## src/rtl/phrase_char_decoder.sv

```systemverilog
// phrase_char_decoder
//   Turns a 6-character text cell (LETTER ACC OCT VT VO INST) back into the
//   packed phrase word {note[15:8], volume[7:2], instrument[1:0]}. Every
//   character is validated. The first error in a cell is latched. One finished
//   phrase is buffered and handed off with a valid/ready handshake.
//
// Ports
//   clk           system clock, rising edge
//   aresetn       asynchronous reset, active low
//   char_in[6:0]  character code
//   char_sop      char_in is the first character of a cell
//   char_valid    char_in / char_sop valid
//   char_ready    character accepted this cycle (low only while a phrase waits)
//   phrase_out    decoded phrase word (0 when the cell had an error)
//   phrase_err    presented phrase failed validation
//   err_code      first error: 0 letter, 1 accidental, 2 non-digit, 3 range
//   phrase_valid  phrase_out / phrase_err / err_code valid
//   phrase_ready  consumer takes the phrase
//   abort         one-cycle pulse when a partial cell was discarded by sop
module phrase_char_decoder (
  input  logic        clk,
  input  logic        aresetn,
  input  logic [6:0]  char_in,
  input  logic        char_sop,
  input  logic        char_valid,
  output logic        char_ready,
  output logic [15:0] phrase_out,
  output logic        phrase_err,
  output logic [1:0]  err_code,
  output logic        phrase_valid,
  input  logic        phrase_ready,
  output logic        abort
);

  typedef enum logic [2:0] {
    S_LET, S_ACC, S_OCT, S_VT, S_VO, S_INST, S_OUT
  } state_t;

  localparam logic [1:0] E_LETTER = 2'd0;
  localparam logic [1:0] E_ACC    = 2'd1;
  localparam logic [1:0] E_DIGIT  = 2'd2;
  localparam logic [1:0] E_RANGE  = 2'd3;

  state_t      state_q;
  logic [3:0]  idx_q;       // semitone index within the octave
  logic        no_sharp_q;  // E and B have no sharp
  logic [7:0]  note_q;
  logic [3:0]  vt_q;
  logic [5:0]  vol_q;
  logic        err_q;
  logic [1:0]  code_q;
  logic [15:0] phrase_q;
  logic        perr_q;
  logic [1:0]  pcode_q;
  logic        pvld_q;
  logic        abort_q;

  // ---------------------------------------------------------------------------
  // Character classification
  // ---------------------------------------------------------------------------
  logic       accept;
  logic       let_ok;
  logic [3:0] let_idx;
  logic       let_no_sharp;
  logic       dig_ok;
  logic [3:0] dig_val;
  logic [6:0] vol_sum;
  logic [7:0] note_sum;
  logic       chk_err;
  logic [1:0] chk_code;
  logic       fin_err;
  logic [1:0] fin_code;

  assign char_ready = (state_q != S_OUT);
  assign accept     = char_valid & char_ready;

  assign dig_ok  = (char_in >= 7'h30) && (char_in <= 7'h39);
  assign dig_val = char_in[3:0];

  always_comb begin
    let_ok       = 1'b1;
    let_idx      = 4'd0;
    let_no_sharp = 1'b0;
    case (char_in)
      7'h43:   let_idx = 4'd0;                          // C
      7'h44:   let_idx = 4'd2;                          // D
      7'h45: begin let_idx = 4'd4;  let_no_sharp = 1'b1; end // E
      7'h46:   let_idx = 4'd5;                          // F
      7'h47:   let_idx = 4'd7;                          // G
      7'h41:   let_idx = 4'd9;                          // A
      7'h42: begin let_idx = 4'd11; let_no_sharp = 1'b1; end // B
      default: let_ok = 1'b0;
    endcase
  end

  // Garbage from non-digit characters only reaches these sums in cells that
  // already carry a latched error, so the results are never published.
  assign vol_sum  = 7'(vt_q) * 7'd10 + 7'(dig_val);
  assign note_sum = 8'(dig_val) * 8'd12 + 8'(idx_q);

  // Error raised by the current character in the states after LETTER.
  always_comb begin
    chk_err  = 1'b0;
    chk_code = E_LETTER;
    case (state_q)
      S_ACC: begin
        if (char_in == 7'h23) begin
          if (no_sharp_q) begin chk_err = 1'b1; chk_code = E_ACC; end
        end else if ((char_in != 7'h00) && (char_in != 7'h20)) begin
          chk_err = 1'b1; chk_code = E_ACC;
        end
      end
      S_OCT, S_VT: begin
        if (!dig_ok) begin chk_err = 1'b1; chk_code = E_DIGIT; end
      end
      S_VO: begin
        if (!dig_ok)             begin chk_err = 1'b1; chk_code = E_DIGIT; end
        else if (vol_sum > 7'd63) begin chk_err = 1'b1; chk_code = E_RANGE; end
      end
      S_INST: begin
        if (!dig_ok)                begin chk_err = 1'b1; chk_code = E_DIGIT; end
        else if (dig_val > 4'd3)     begin chk_err = 1'b1; chk_code = E_RANGE; end
      end
      default: ;
    endcase
  end

  // Error status of the whole cell including the INST character itself.
  assign fin_err  = err_q | chk_err;
  assign fin_code = err_q ? code_q : chk_code;

  // ---------------------------------------------------------------------------
  // FSM with registered outputs
  // ---------------------------------------------------------------------------
  always_ff @(posedge clk or negedge aresetn) begin
    if (!aresetn) begin
      state_q    <= S_LET;
      idx_q      <= 4'd0;
      no_sharp_q <= 1'b0;
      note_q     <= 8'd0;
      vt_q       <= 4'd0;
      vol_q      <= 6'd0;
      err_q      <= 1'b0;
      code_q     <= 2'd0;
      phrase_q   <= 16'd0;
      perr_q     <= 1'b0;
      pcode_q    <= 2'd0;
      pvld_q     <= 1'b0;
      abort_q    <= 1'b0;
    end else begin
      abort_q <= 1'b0;
      if (state_q == S_OUT) begin
        if (phrase_ready) begin
          pvld_q  <= 1'b0;
          state_q <= S_LET;
          err_q   <= 1'b0;
          code_q  <= 2'd0;
        end
      end else if (accept) begin
        if ((state_q == S_LET) || char_sop) begin
          // Cell start: a sop outside S_LET drops the partial cell and this
          // character is taken as the new LETTER with a clean error latch.
          abort_q    <= (state_q != S_LET);
          state_q    <= S_ACC;
          idx_q      <= let_idx;
          no_sharp_q <= let_no_sharp;
          err_q      <= !let_ok;
          code_q     <= E_LETTER;
        end else begin
          if (chk_err && !err_q) begin
            err_q  <= 1'b1;
            code_q <= chk_code;
          end
          case (state_q)
            S_ACC: begin
              if (char_in == 7'h23) idx_q <= idx_q + 4'd1;
              state_q <= S_OCT;
            end
            S_OCT: begin
              note_q  <= note_sum;
              state_q <= S_VT;
            end
            S_VT: begin
              vt_q    <= dig_val;
              state_q <= S_VO;
            end
            S_VO: begin
              vol_q   <= vol_sum[5:0];
              state_q <= S_INST;
            end
            S_INST: begin
              pvld_q   <= 1'b1;
              perr_q   <= fin_err;
              pcode_q  <= fin_err ? fin_code : 2'd0;
              phrase_q <= fin_err ? 16'h0000 : {note_q, vol_q, char_in[1:0]};
              state_q  <= S_OUT;
            end
            default: state_q <= S_LET;
          endcase
        end
      end
    end
  end

  assign phrase_out   = phrase_q;
  assign phrase_err   = perr_q;
  assign err_code     = pcode_q;
  assign phrase_valid = pvld_q;
  assign abort        = abort_q;

endmodule
```

## config.mk

```make
export PLATFORM = sky130hd
export DESIGN_NAME = phrase_char_decoder
export DESIGN_NICKNAME = d
export VERILOG_FILES = /design/src/rtl/phrase_char_decoder.sv
export SDC_FILE = /design/constraint.sdc
export NUM_CORES = 1
export LEC_CHECK = 0
export CELL_PAD_IN_SITES_DETAIL_PLACEMENT = 0
export CELL_PAD_IN_SITES_GLOBAL_PLACEMENT = 2
export CORE_UTILIZATION = 40
export CTS_BUF_LIST = sky130_fd_sc_hd__clkbuf_4 sky130_fd_sc_hd__clkbuf_8
export DETAILED_ROUTE_END_ITERATION = 7
export PLACE_DENSITY = 0.85
export SLEW_MARGIN = 0
export SYNTH_ARGS = -nofsm -noshare
export SYNTH_HDL_FRONTEND = slang
export SYNTH_SLANG_ARGS = --single-unit
```

## constraint.sdc

```tcl
create_clock -name clk -period 4.4 [get_ports clk]
set_input_delay 0.44 -clock clk [delete_from_list [all_inputs] [get_ports clk]]
set_output_delay 0.44 -clock clk [all_outputs]
set_load 0.02 [all_outputs]
```

-- Word level (Yosys, flattened, before mapping)
Index checks and enable logic that the tools add are counted.
- $add $sub $neg: 3
- multiply operators: 2
- magnitude comparators: 4
- equality and inequality tests: 18
- mux-type cells: 49
- bitwise gates (word level): 4
- reductions and logical operators: 26
- operators with widths (cell ; count):
    $eq 7x7->1 const B ; 7
    $mux 2 ; 13
    $mux 1 ; 24
    $pmux 4 s6 ; 1
    $reduce_and 4->1 ; 6
    $mux 16 ; 1
    $pmux 3 s5 ; 1
    $mux 3 ; 4
    $mux 4 ; 3
    $eq 3x3->1 const B ; 3
    $add 8x4->8 ; 1
    $pmux 2 s4 ; 1
    $reduce_bool 2->1 ; 4
    $add 7x4->7 ; 1
    $eq 7x6->1 const B ; 1
    $ge 7x6->1 const B ; 1
    $gt 7x6->1 const B ; 1
    $le 7x6->1 const B ; 1
    $ne 7x6->1 const B ; 1
    $reduce_bool 7->1 ; 1
    $reduce_or 7->1 ; 1
    $eq 3x2->1 const B ; 2
    $mul 4x2->6 const B ; 1
    $mul 4x3->6 const B ; 1
    other kinds (17) ; 25
- flip-flop bits (word level): 50
- input port bits: 12
- output and inout port bits: 22
- logic and storage cells: 119

-- Longest topological paths before layout
Gate-level depths: netlist (run 1).
- depth after elaboration: 11
- gate-level depth with buffers: 10
- gate-level depth less buffers: 9

-- Least setup slack after synthesis (run 1)
Ideal clock, no wire load.
- path type: reg2reg
- from: register vt_q[1]
- to: register phrase_q[10] (netlist: phrase_out[10])
- arrival: 2.358 ns
- required time: 4.276 ns
- slack: 1.919 ns
- cell stages (with the launch flop): 11
- path buffers: 1
- period minus slack after synthesis: 2.481 ns
- cell sequence: dfrtp_1 > ha_1 > ha_1 > inv_1 > fa_1 > nor2b_1 > and4_1 > o31a_1 > a2bb2oi_2 > buf_2 > o21ai_1
- cells in the longest elaborated chain, start to end: 8
- RTL lines (item ; RTL line ; text):
    start: declaration ; 48 ; logic [3:0] vt_q;
    start signal: assignment ; 184 ; vt_q <= dig_val;
    $mul 4x3->6 ; 98 ; assign vol_sum = 7'(vt_q) * 7'd10 + 7'(dig_val);
    $add 7x4->7 ; 98 ;
    $gt 7x6->1 ; 118 ; else if (vol_sum > 7'd63) begin chk_err = 1'b1; chk_code = E_RANGE; end
    $mux 1 ; 118 ;
    $mux 1 ; 117 ; if (!dig_ok) begin chk_err = 1'b1; chk_code = E_DIGIT; end
    $pmux 1 s4 ; 105 ; case (state_q)
    $or 1x1->1 ; 129 ; assign fin_err = err_q | chk_err;
    $mux 16 ; 195 ; phrase_q <= fin_err ? 16'h0000 : {note_q, vol_q, char_in[1:0]};
    end signal: assignment ; 195 ;
    end: declaration ; 52 ; logic [15:0] phrase_q;
Every way passes these cells.
A chain may end at the register's enable or synchronous reset.

-- Final worst setup path (run 1)
- from: register vt_q[1]
- to: register phrase_q[12] (netlist: phrase_out[12])
Same word-level chain as after synthesis.

==> flow_summary.json, run 1 <==
{
  "clock.fmax_ghz": 0.334,
  "slew_viol_final": 0,
  "synth_cells": 314,
  "p_per_area_nw_per_um2": 444,
  "path_buf_inv": 1,
  "worstPathRequired_ps": 4560,
  "max-vdd-ir-drop_mv": 0.180,
  "dr_total_vias": 2317,
  "start_util": 0.413,
  "slew_headroom": 0.279,
  "cp_top_family": "compound AO/OA/AOI/OAI gates",
  "fin_hold_ws_ps": 226,
  "skew_ps": 7.53,
  "syn_area_um2": 2990,
  "timing.rr.start": "vt_q[1]$_DFFE_PN0P_",
  "wire_per_inst_um": 14.8,
  "drc": 2,
  "tightest_slew_ps": 1080,
  "cts-hold-fix-buffers": 0,
  "finalHoldViolCount": 0,
  "die_width_um": 88.5,
  "layout_common_cells": "nand2_1 (55), dfrtp_1 (50), clkdlybuf4s50_1 (32)",
  "crit_path_max_incr_delay_ps": 650,
  "reg2reg_slack_ps": 1410,
  "grt_max_degree": 51,
  "setup_slack_ps": 1410,
  "dieArea_um2": 7830,
  "ys_types": 52,
  "num_antenna_cells": 0,
  "portBuffers": 33,
  "min_path_type": "input port to asynchronous set/reset pin",
  "first_global_vias": 2311,
  "min_period_ps": 2990,
  "syn_to_final_growth_pct": 17.6,
  "grt_overflow_total": 0,
  "worstPathArrival_ps": 3150,
  "finalWeightedCongestion": 0.780,
  "cts_tree": "built",
  "reg2reg_to": "phrase_out[12]$_DFFE_PN0P_",
  "root_buffer": "clkbuf_8",
  "cts_buffers": 5,
  "ant_nets": 0,
  "antenna_found_initial": 0,
  "cts.repair.resized": 0,
  "ff2ff_path_depth": 9,
  "setup_viol": 0,
  "htree_num_levels": 2,
  "drt_iter0_drc": 59,
  "yosysWarnings": 0,
  "io-pin-count": 34,
  "grt_use_total": 0.192,
  "place_ws_ps": 1230,
  "final_common_cell": "nand2_1",
  "violations": "design-rule violations",
  "dpl.hpwl_um": 4870,
  "cts_sinks": 50,
  "vias_per_cell": 5.20,
  "critPathCaptureType": "flop",
  "clk_pin_slew_worst_paths_ps": 100,
  "syn_nets": 353,
  "path_common_cell": "ha_1",
  "async_reset_ff_frac": 1.00,
  "critical_path_peak_fanout": 17,
  "clk_latency_ps": 310,
  "yosysSeqAreaShare": 0.418,
  "tns_ps": 0,
  "die_h_um": 88.5,
  "slowest_stage": "a2bb2oi_2",
  "coreArea_um2": 7250,
  "drtPass1Iterations": 6,
  "rsz0062_at_grt": "no",
  "status": "finished, violations left",
  "fp-row-count": 31,
  "ys_ff_latch": 50,
  "path_cells": "ha_1, ha_1, inv_1, fa_1, nor2b_1, and4_1, o31a_1, a2bb2oi_2, o21ai_1",
  "routed_wl_um": 6600,
  "post_cts_buffers": 0,
  "p_leak_nw": 1.56,
  "syn_avg_cell_area_um2": 9.53,
  "start_kind": "flop",
  "max_cap_viol_count": 0,
  "synth_edf_count": 0,
  "drive_above_1_share": 0.0807,
  "critPathKind": "flop to flop",
  "period_share": 0.680,
  "synthFlopType": "dfrtp_1",
  "grt_pass1_wl_um": 11400,
  "cts_buffer_depth": 2,
  "nNetsFinal": 385
}
[where the power goes]
part	switching, W	internal [W]
clock	0.000162	0.000171
sequential	0.0000827	0.000558
combinational	0.000319	0.000273
total	0.000563	0.00100
[state kept, by name (all words and copies together), names as in the netlist, 2 cells and up]
name / cells
code_q: 2
err_code: 2
idx_q: 4
note_q: 8
phrase_out: 16
state_q: 3
vol_q: 6
vt_q: 4
[synth_stat cells, types with 3 or more instances]
library cell  instances  share of area
ha_1                 23          0.096
nor3_1                7          0.012
nand2_1              55          0.069
clkbuf_1              6         0.0075
or3_1                 3         0.0063
fa_1                  4          0.027
xor2_1                4          0.012
a21oi_1              11          0.018
nand3_1               5         0.0084
mux2_2                9          0.034
o21ai_1              17          0.028
o2bb2ai_1             3         0.0088
a31oi_1               7          0.015
nor2_1               19          0.024
nor2b_1               3         0.0063
inv_1                15          0.019
o31ai_1               4          0.010
a21o_1                6          0.015
xnor2_1               4          0.012
dfrtp_1              50           0.42
o21ai_0              16          0.027
buf_2                 3         0.0050
and3_1                3         0.0063
[per-layer routing]
metal	GRT usage	part of all wire
met5	0	0
met4	0.0455	0.0064
met3	0.0392	0.031
met2	0.315	0.48
met1	0.261	0.48
[worst max path at each step]
stage / start / to / depth (start not counted)
after floorplan: vt_q[1]$_DFFE_PN0P_ / phrase_out[10]$_DFFE_PN0P_ / 10
after global placement: char_in[2] / phrase_err$_DFFE_PN0P_ / 8
after detailed placement: char_in[2] / phrase_out[12]$_DFFE_PN0P_ / 7
after CTS: vt_q[1]$_DFFE_PN0P_ / phrase_out[12]$_DFFE_PN0P_ / 9
after global routing: vt_q[1]$_DFFE_PN0P_ / phrase_out[12]$_DFFE_PN0P_ / 9
final: vt_q[1]$_DFFE_PN0P_ / phrase_out[12]$_DFFE_PN0P_ / 9
[worst reg2reg max path, cell delays in order, from the launching register on]
cell and delay, ps:
dfrtp_1 420, ha_1 310, ha_1 190, inv_1 70, fa_1 450, nor2b_1 180
and4_1 240, o31a_1 140, a2bb2oi_2 650, o21ai_1 190
[metrics by stage]
stage | total power (W) | area [um^2] | utilization | cells
global route | 0.00169 | 3520 | 0.485 | 446
detailed placement | 0.00125 | 3410 | 0.470 | 438
finish | 0.00156 | 3520 | 0.485 | 446
CTS | 0.00159 | 3520 | 0.485 | 446
floorplan | 0.00106 | 2990 | - | 314
global placement | 0.00123 | 3410 | 0.470 | 438
[cell type report]
class	instances	area (um^2)
Clock inverter	3	43.8
Timing Repair Buffer	35	340
Multi-Input combinational cell	239	1640
Tap cell	99	124
Fill cell	715	3730
Clock buffer	5	68.8
Inverter	15	56.3
Sequential cell	50	1250
[cells by family (layout without fill, tap and decap cells)]
group                    after synthesis  count (layout)  share of synthesized area
AND/OR/NAND/NOR                      110             110                      0.171
AO/OA/AOI/OAI                         82              82                      0.185
XOR/XNOR                               8               8                     0.0234
multiplexers                          12              12                     0.0447
adder cells (fa/ha/maj)               27              27                      0.123
buffers and inverters                 25              58                     0.0351
flip-flops                            50              50                      0.418
No activity file was read; power rests on OpenSTA's default activity.
==> inputs of run 2 (changes only) <==
--- a/config.mk
+++ b/config.mk
@@ -7,10 +7,10 @@
 export LEC_CHECK = 0
 export CELL_PAD_IN_SITES_DETAIL_PLACEMENT = 0
 export CELL_PAD_IN_SITES_GLOBAL_PLACEMENT = 2
-export CORE_UTILIZATION = 40
+export CORE_UTILIZATION = 33
 export CTS_BUF_LIST = sky130_fd_sc_hd__clkbuf_4 sky130_fd_sc_hd__clkbuf_8
 export DETAILED_ROUTE_END_ITERATION = 7
-export PLACE_DENSITY = 0.85
+export PLACE_DENSITY = 0.75
 export SLEW_MARGIN = 0
 export SYNTH_ARGS = -nofsm -noshare
 export SYNTH_HDL_FRONTEND = slang
==> constraint.sdc (replaced) <==
create_clock -name clk -period 2.5 [get_ports clk]
set_input_delay 0.25 -clock clk [delete_from_list [all_inputs] [get_ports clk]]
set_output_delay 0.25 -clock clk [all_outputs]
set_load 0.02 [all_outputs]
==> run 2 against run 1 <==
Effect of this change:
- the flow finishes with violations (negative setup slack)
- utilization down 4.0 points
- routed wire length up 6.2%
- clock skew down 1.7 ps
- clock power up 50%
- die area up 21%
- via count up 5.9%
- first-iteration DRC count up 8.5%
- largest cell class unchanged
==> flow_summary.json, run 2 (synthesis results as in run 1) <==
{
  "largest_register_ffs": 16,
  "start_kind": "flop",
  "fin_area_um2": 3910,
  "layout_common_cells": "nand2_1 (55), dfrtp_1 (50), buf_4 (40)",
  "status": "finished, violations left",
  "cts_sinks": 50,
  "clk_pin_slew_worst_paths_ps": 100,
  "reg2reg_to": "phrase_err$_DFFE_PN0P_",
  "clock.fmax_ghz": 0.388,
  "drc": 0,
  "critPathKind": "flop to flop",
  "critPathCaptureType": "flop",
  "ff2ff_path_depth": 10,
  "period_share": 1.03,
  "die_h_um": 97.2,
  "pwr-share-seq": 0.362,
  "p_sw_frac": 0.360,
  "cts-hold-fix-buffers": 0,
  "setup_slack_ps": -76.7,
  "critical_path_peak_fanout": 17,
  "dr_total_vias": 2454,
  "htree_num_levels": 2,
  "num_antenna_cells": 0,
  "drtPass1Iterations": 4,
  "fin_hold_ws_ps": 53.3,
  "cts_tree": "built",
  "cts_buffers": 5,
  "path_buf_inv": 2,
  "cp_top_family": "adder cells",
  "crit_path_max_incr_delay_ps": 440,
  "slew_headroom": 0.434,
  "skew_ps": 5.81,
  "final_common_cell": "nand2_1",
  "routed_wl_um": 7010,
  "coreArea_um2": 8760,
  "vias_per_cell": 4.96,
  "power_frac_comb": 0.474,
  "finalWeightedCongestion": 0.818,
  "drive_above_1_share": 0.204,
  "grt_use_total": 0.158,
  "switching_power_w": 0.00110,
  "drt_iter0_drc": 64,
  "first_global_vias": 2438,
  "rsz0062_at_grt": "yes",
  "grt_pass1_wl_um": 12200,
  "placed_area_um2": 3720,
  "dieArea_um2": 9450,
  "portBuffers": 33,
  "tightest_slew_ps": 847,
  "dpl.hpwl_um": 5230,
  "slew_viol_final": 0,
  "die_width_um": 97.2,
  "io-pin-count": 34,
  "worstPathRequired_ps": 2700,
  "violations": "negative setup slack",
  "worstPathArrival_ps": 2780,
  "path_cells": "ha_1, ha_2, inv_2, fa_2, nor2b_2, a31oi_2, o31a_1, a2bb2oi_2, buf_12, o31a_1",
  "fp-row-count": 34,
  "slowest_stage": "fa_2",
  "ant_nets": 0,
  "power_w": 0.00304,
  "grt_overflow_total": 0,
  "grt_max_degree": 51,
  "power.internal_w": 0.00195,
  "min_path_type": "input port to asynchronous set/reset pin",
  "finalHoldViolCount": 0,
  "nNetsFinal": 425,
  "root_buffer": "clkbuf_8",
  "timing.rr.start": "vt_q[1]$_DFFE_PN0P_",
  "cts_buffer_depth": 2,
  "setup_viol": 4,
  "syn_to_final_growth_pct": 30.6,
  "p_per_area_nw_per_um2": 779,
  "start_util": 0.342,
  "reg2reg_slack_ps": -80,
  "max_cap_viol_count": 0,
  "min_period_ps": 2580,
  "p_leak_nw": 1.77,
  "clockPowerShare": 0.164,
  "wire_per_inst_um": 14.2,
  "fillers": 889,
  "path_common_cell": "o31a_1",
  "max-vdd-ir-drop_mv": 0.314,
  "antenna_found_initial": 0,
  "clk_latency_ps": 310
}
-- run 2: worst reg2reg max path: stages, from the launching register on --
cell and delay, ps:
dfrtp_1 390, ha_1 310, ha_2 190, inv_2 50, fa_2 440, nor2b_2 150
a31oi_2 110, o31a_1 290, a2bb2oi_2 150, buf_12 180, o31a_1 230
-- run 2: layout make-up --
cell class	instances	area [um^2]	share of cell area
Clock buffer	6	76.3	0.0195
Clock inverter	2	13.8	0.00352
Inverter	15	56.3	0.0144
Multi-Input combinational cell	239	1720	0.440
Sequential cell	50	1250	0.320
Tap cell	108	135	0.0346
Timing Repair Buffer	75	657	0.168
-- run 2: power by group through the flow --
stage	clock [W]	combinational, W	sequential, W
floorplan	0	0.000723	0.00114
global placement	0	0.00127	0.00112
detailed placement	0	0.00128	0.00112
CTS	0.000523	0.00135	0.00111
global route	0.000561	0.00160	0.00114
finish	0.000498	0.00144	0.00110
-- run 2: worst max path at each step --
stage,from,cells past startpoint,end,slack [ps]
4_1_cts,vt_q[1]$_DFFE_PN0P_,10,phrase_err$_DFFE_PN0P_,-90
3_3_place_gp,vt_q[1]$_DFFE_PN0P_,11,err_q$_DFFE_PN0P_,-120
2_1_floorplan,vt_q[1]$_DFFE_PN0P_,10,phrase_out[10]$_DFFE_PN0P_,20
3_5_place_dp,vt_q[1]$_DFFE_PN0P_,10,code_q[1]$_DFFE_PN0P_,-150
6_report,vt_q[1]$_DFFE_PN0P_,10,phrase_err$_DFFE_PN0P_,-80
5_1_grt,vt_q[1]$_DFFE_PN0P_,10,phrase_err$_DFFE_PN0P_,-170
-- run 2: what timing repair did --
action | 4_1_cts | 5_1_grt
setup buffers | 1 | 1
pin swaps | 7 | 6
endpoints found under the setup margin | 6 | 22
resized for setup | 8 | 9
-- run 2: through the flow --
| stage | util | setup TNS [ps] | setup WS, ps | std cells |
|---|---|---|---|---|
| finish | 0.446 | -168 | -76.7 | 495 |
| global route | 0.446 | -1490 | -170 | 495 |
| detailed placement | 0.425 | -576 | -147 | 486 |
| global placement | 0.425 | -308 | -120 | 486 |
| floorplan | - | 0 | 18.7 | 314 |
| CTS | 0.440 | -99.0 | -89.0 | 494 |
-- run 2: routing by layer --
metal,GRT usage,up-vias,part of all wire
li1,-,1247,-
met1,0.226,1163,0.50
met2,0.256,36,0.46
met3,0.0259,8,0.029
met4,0.0294,0,0.0081
met5,0,-,0
==> inputs of run 3 (changes only) <==
--- a/config.mk
+++ b/config.mk
@@ -8,7 +8,7 @@
 export CELL_PAD_IN_SITES_DETAIL_PLACEMENT = 0
 export CELL_PAD_IN_SITES_GLOBAL_PLACEMENT = 2
 export CORE_UTILIZATION = 33
-export CTS_BUF_LIST = sky130_fd_sc_hd__clkbuf_4 sky130_fd_sc_hd__clkbuf_8
+export CTS_BUF_LIST = sky130_fd_sc_hd__clkbuf_2
 export DETAILED_ROUTE_END_ITERATION = 7
 export PLACE_DENSITY = 0.75
 export SLEW_MARGIN = 0
==> run 3 against run 2 <==
Effect of this change:
- the run still ends with negative setup slack left
- non-clock buffer count grew 1
- fmax barely moved
- setup slack got worse by 2.0 ps
- highest routed layer unchanged
- clock power is 29% lower
- clock skew up 4.2 ps
- global-route usage up 0.14 points
- first-iteration DRC count grew 14%
- routed wire length up 0.36%
- flip-flop and latch count unchanged
- clock-buffer cell count unchanged
- hold slack improved by 370 ps
==> flow_summary.json, run 3 (synthesis results as in run 1) <==
{
  "status": "finished, violations left",
  "violations": "negative setup slack",
  "htree_num_levels": 2,
  "tightest_slew_ps": 840,
  "timing.rr.start": "vt_q[1]$_DFFE_PN0P_",
  "fin_hold_ws_ps": 422,
  "io-pin-count": 34,
  "layout_common_cells": "nand2_1 (55), dfrtp_1 (50), buf_4 (41)",
  "cts_tree": "built",
  "root_buffer": "clkbuf_2",
  "syn_to_final_growth_pct": 29.1,
  "routed_wl_um": 7030,
  "dr_total_vias": 2452,
  "wire_per_inst_um": 14.2,
  "grt_use_total": 0.160,
  "worstPathRequired_ps": 2850,
  "power_w": 0.00291,
  "slew_headroom": 0.439,
  "setup_slack_ps": -78.7,
  "cts_sinks": 50,
  "portBuffers": 33,
  "largest_register_ffs": 16,
  "start_util": 0.342,
  "fp-row-count": 34,
  "ant_nets": 0,
  "fin_util": 0.441,
  "drt_iter0_drc": 73,
  "reg2reg_slack_ps": -80,
  "max-vdd-ir-drop_mv": 0.305,
  "die_h_um": 97.2,
  "clk_pin_slew_worst_paths_ps": 270,
  "drive_above_1_share": 0.201,
  "reg2reg_to": "phrase_err$_DFFE_PN0P_",
  "ff2ff_path_depth": 10,
  "num_antenna_cells": 0,
  "worstPathArrival_ps": 2930,
  "cts_buffer_depth": 2,
  "place_ws_ps": -147,
  "critPathKind": "flop to flop",
  "max_cap_viol_count": 0,
  "vias_per_cell": 4.94,
  "skew_ps": 10.0,
  "placed_area_um2": 3720,
  "antenna_found_initial": 0,
  "grt_pass1_wl_um": 12300,
  "grt_max_degree": 51,
  "final_common_cell": "nand2_1",
  "p_per_area_nw_per_um2": 752,
  "cts_buffers": 5,
  "fin_area_um2": 3860,
  "die_width_um": 97.2,
  "critPathCaptureType": "flop",
  "first_global_vias": 2451,
  "period_share": 1.03,
  "critical_path_peak_fanout": 17,
  "setup_viol": 4,
  "finalHoldViolCount": 0,
  "drc": 0,
  "dpl.hpwl_um": 5230,
  "rsz0062_at_grt": "yes",
  "min_period_ps": 2580,
  "p_leak_nw": 1.76,
  "finalWeightedCongestion": 0.818,
  "nNetsFinal": 426,
  "grt_overflow_total": 0,
  "dieArea_um2": 9450,
  "drtPass1Iterations": 4,
  "start_kind": "flop",
  "coreArea_um2": 8760,
  "min_path_type": "input port to asynchronous set/reset pin",
  "clk_latency_ps": 430,
  "clock.fmax_ghz": 0.388,
  "slew_viol_final": 0
}
## run 3: worst max-delay path by stage
| stage | slack (ps) | startpoint | cells after the start | endpoint |
|---|---|---|---|---|
| 4_1_cts | -70 | vt_q[1]$_DFFE_PN0P_ | 10 | phrase_err$_DFFE_PN0P_ |
| 6_report | -80 | vt_q[1]$_DFFE_PN0P_ | 10 | phrase_err$_DFFE_PN0P_ |
| 3_5_place_dp | -150 | vt_q[1]$_DFFE_PN0P_ | 10 | code_q[1]$_DFFE_PN0P_ |
| 5_1_grt | -160 | vt_q[1]$_DFFE_PN0P_ | 10 | phrase_err$_DFFE_PN0P_ |
| 2_1_floorplan | 20 | vt_q[1]$_DFFE_PN0P_ | 10 | phrase_out[10]$_DFFE_PN0P_ |
| 3_3_place_gp | -120 | vt_q[1]$_DFFE_PN0P_ | 11 | err_q$_DFFE_PN0P_ |
## run 3: repair_timing
item,in CTS,in global routing
resized for setup,10,6
hold buffers,1,0
pin swaps,9,8
cloned,0,0
endpoints found under the setup margin,7,22
hold endpoints to repair,50,0
buffers inserted,1,1
## run 3: power by group
part | internal (W) | switching, W | total, W | leakage, nW
registers | 0.000981 | 0.000121 | 0.00110 | 0.666
clock network | 0.0000742 | 0.000278 | 0.000352 | 0.0330
logic | 0.000767 | 0.000685 | 0.00145 | 1.06
## run 3: layer usage
metal	track usage	part of all wire
met5	0	0
met4	0.0373	0.011
met3	0.0245	0.024
met2	0.257	0.45
met1	0.227	0.51
## run 3: area by class of cell
cell class,count,area (um^2)
clock buffers,6,30.0
clock inverters,2,13.8
fillers,891,4900
multi-input cells,239,1720
repair buffers,76,663
flip-flops and latches,50,1250
well taps,108,135
inverters,15,56.3
## run 3: worst max-delay path, stage by stage, from the launching register on
cell and delay (ps):
dfrtp_1 440, ha_1 310, ha_2 190, inv_2 50, fa_2 450, nor2b_4 140, a31oi_2 100, o31a_1 290
a2bb2oi_2 150, buf_12 180, o31a_1 230
## run 3: through the flow
step                cells  setup TNS [ps]
finish                496            -206
global route          496           -1270
global placement      486            -308
CTS                   495            -186
floorplan             314               0
detailed placement    486            -576
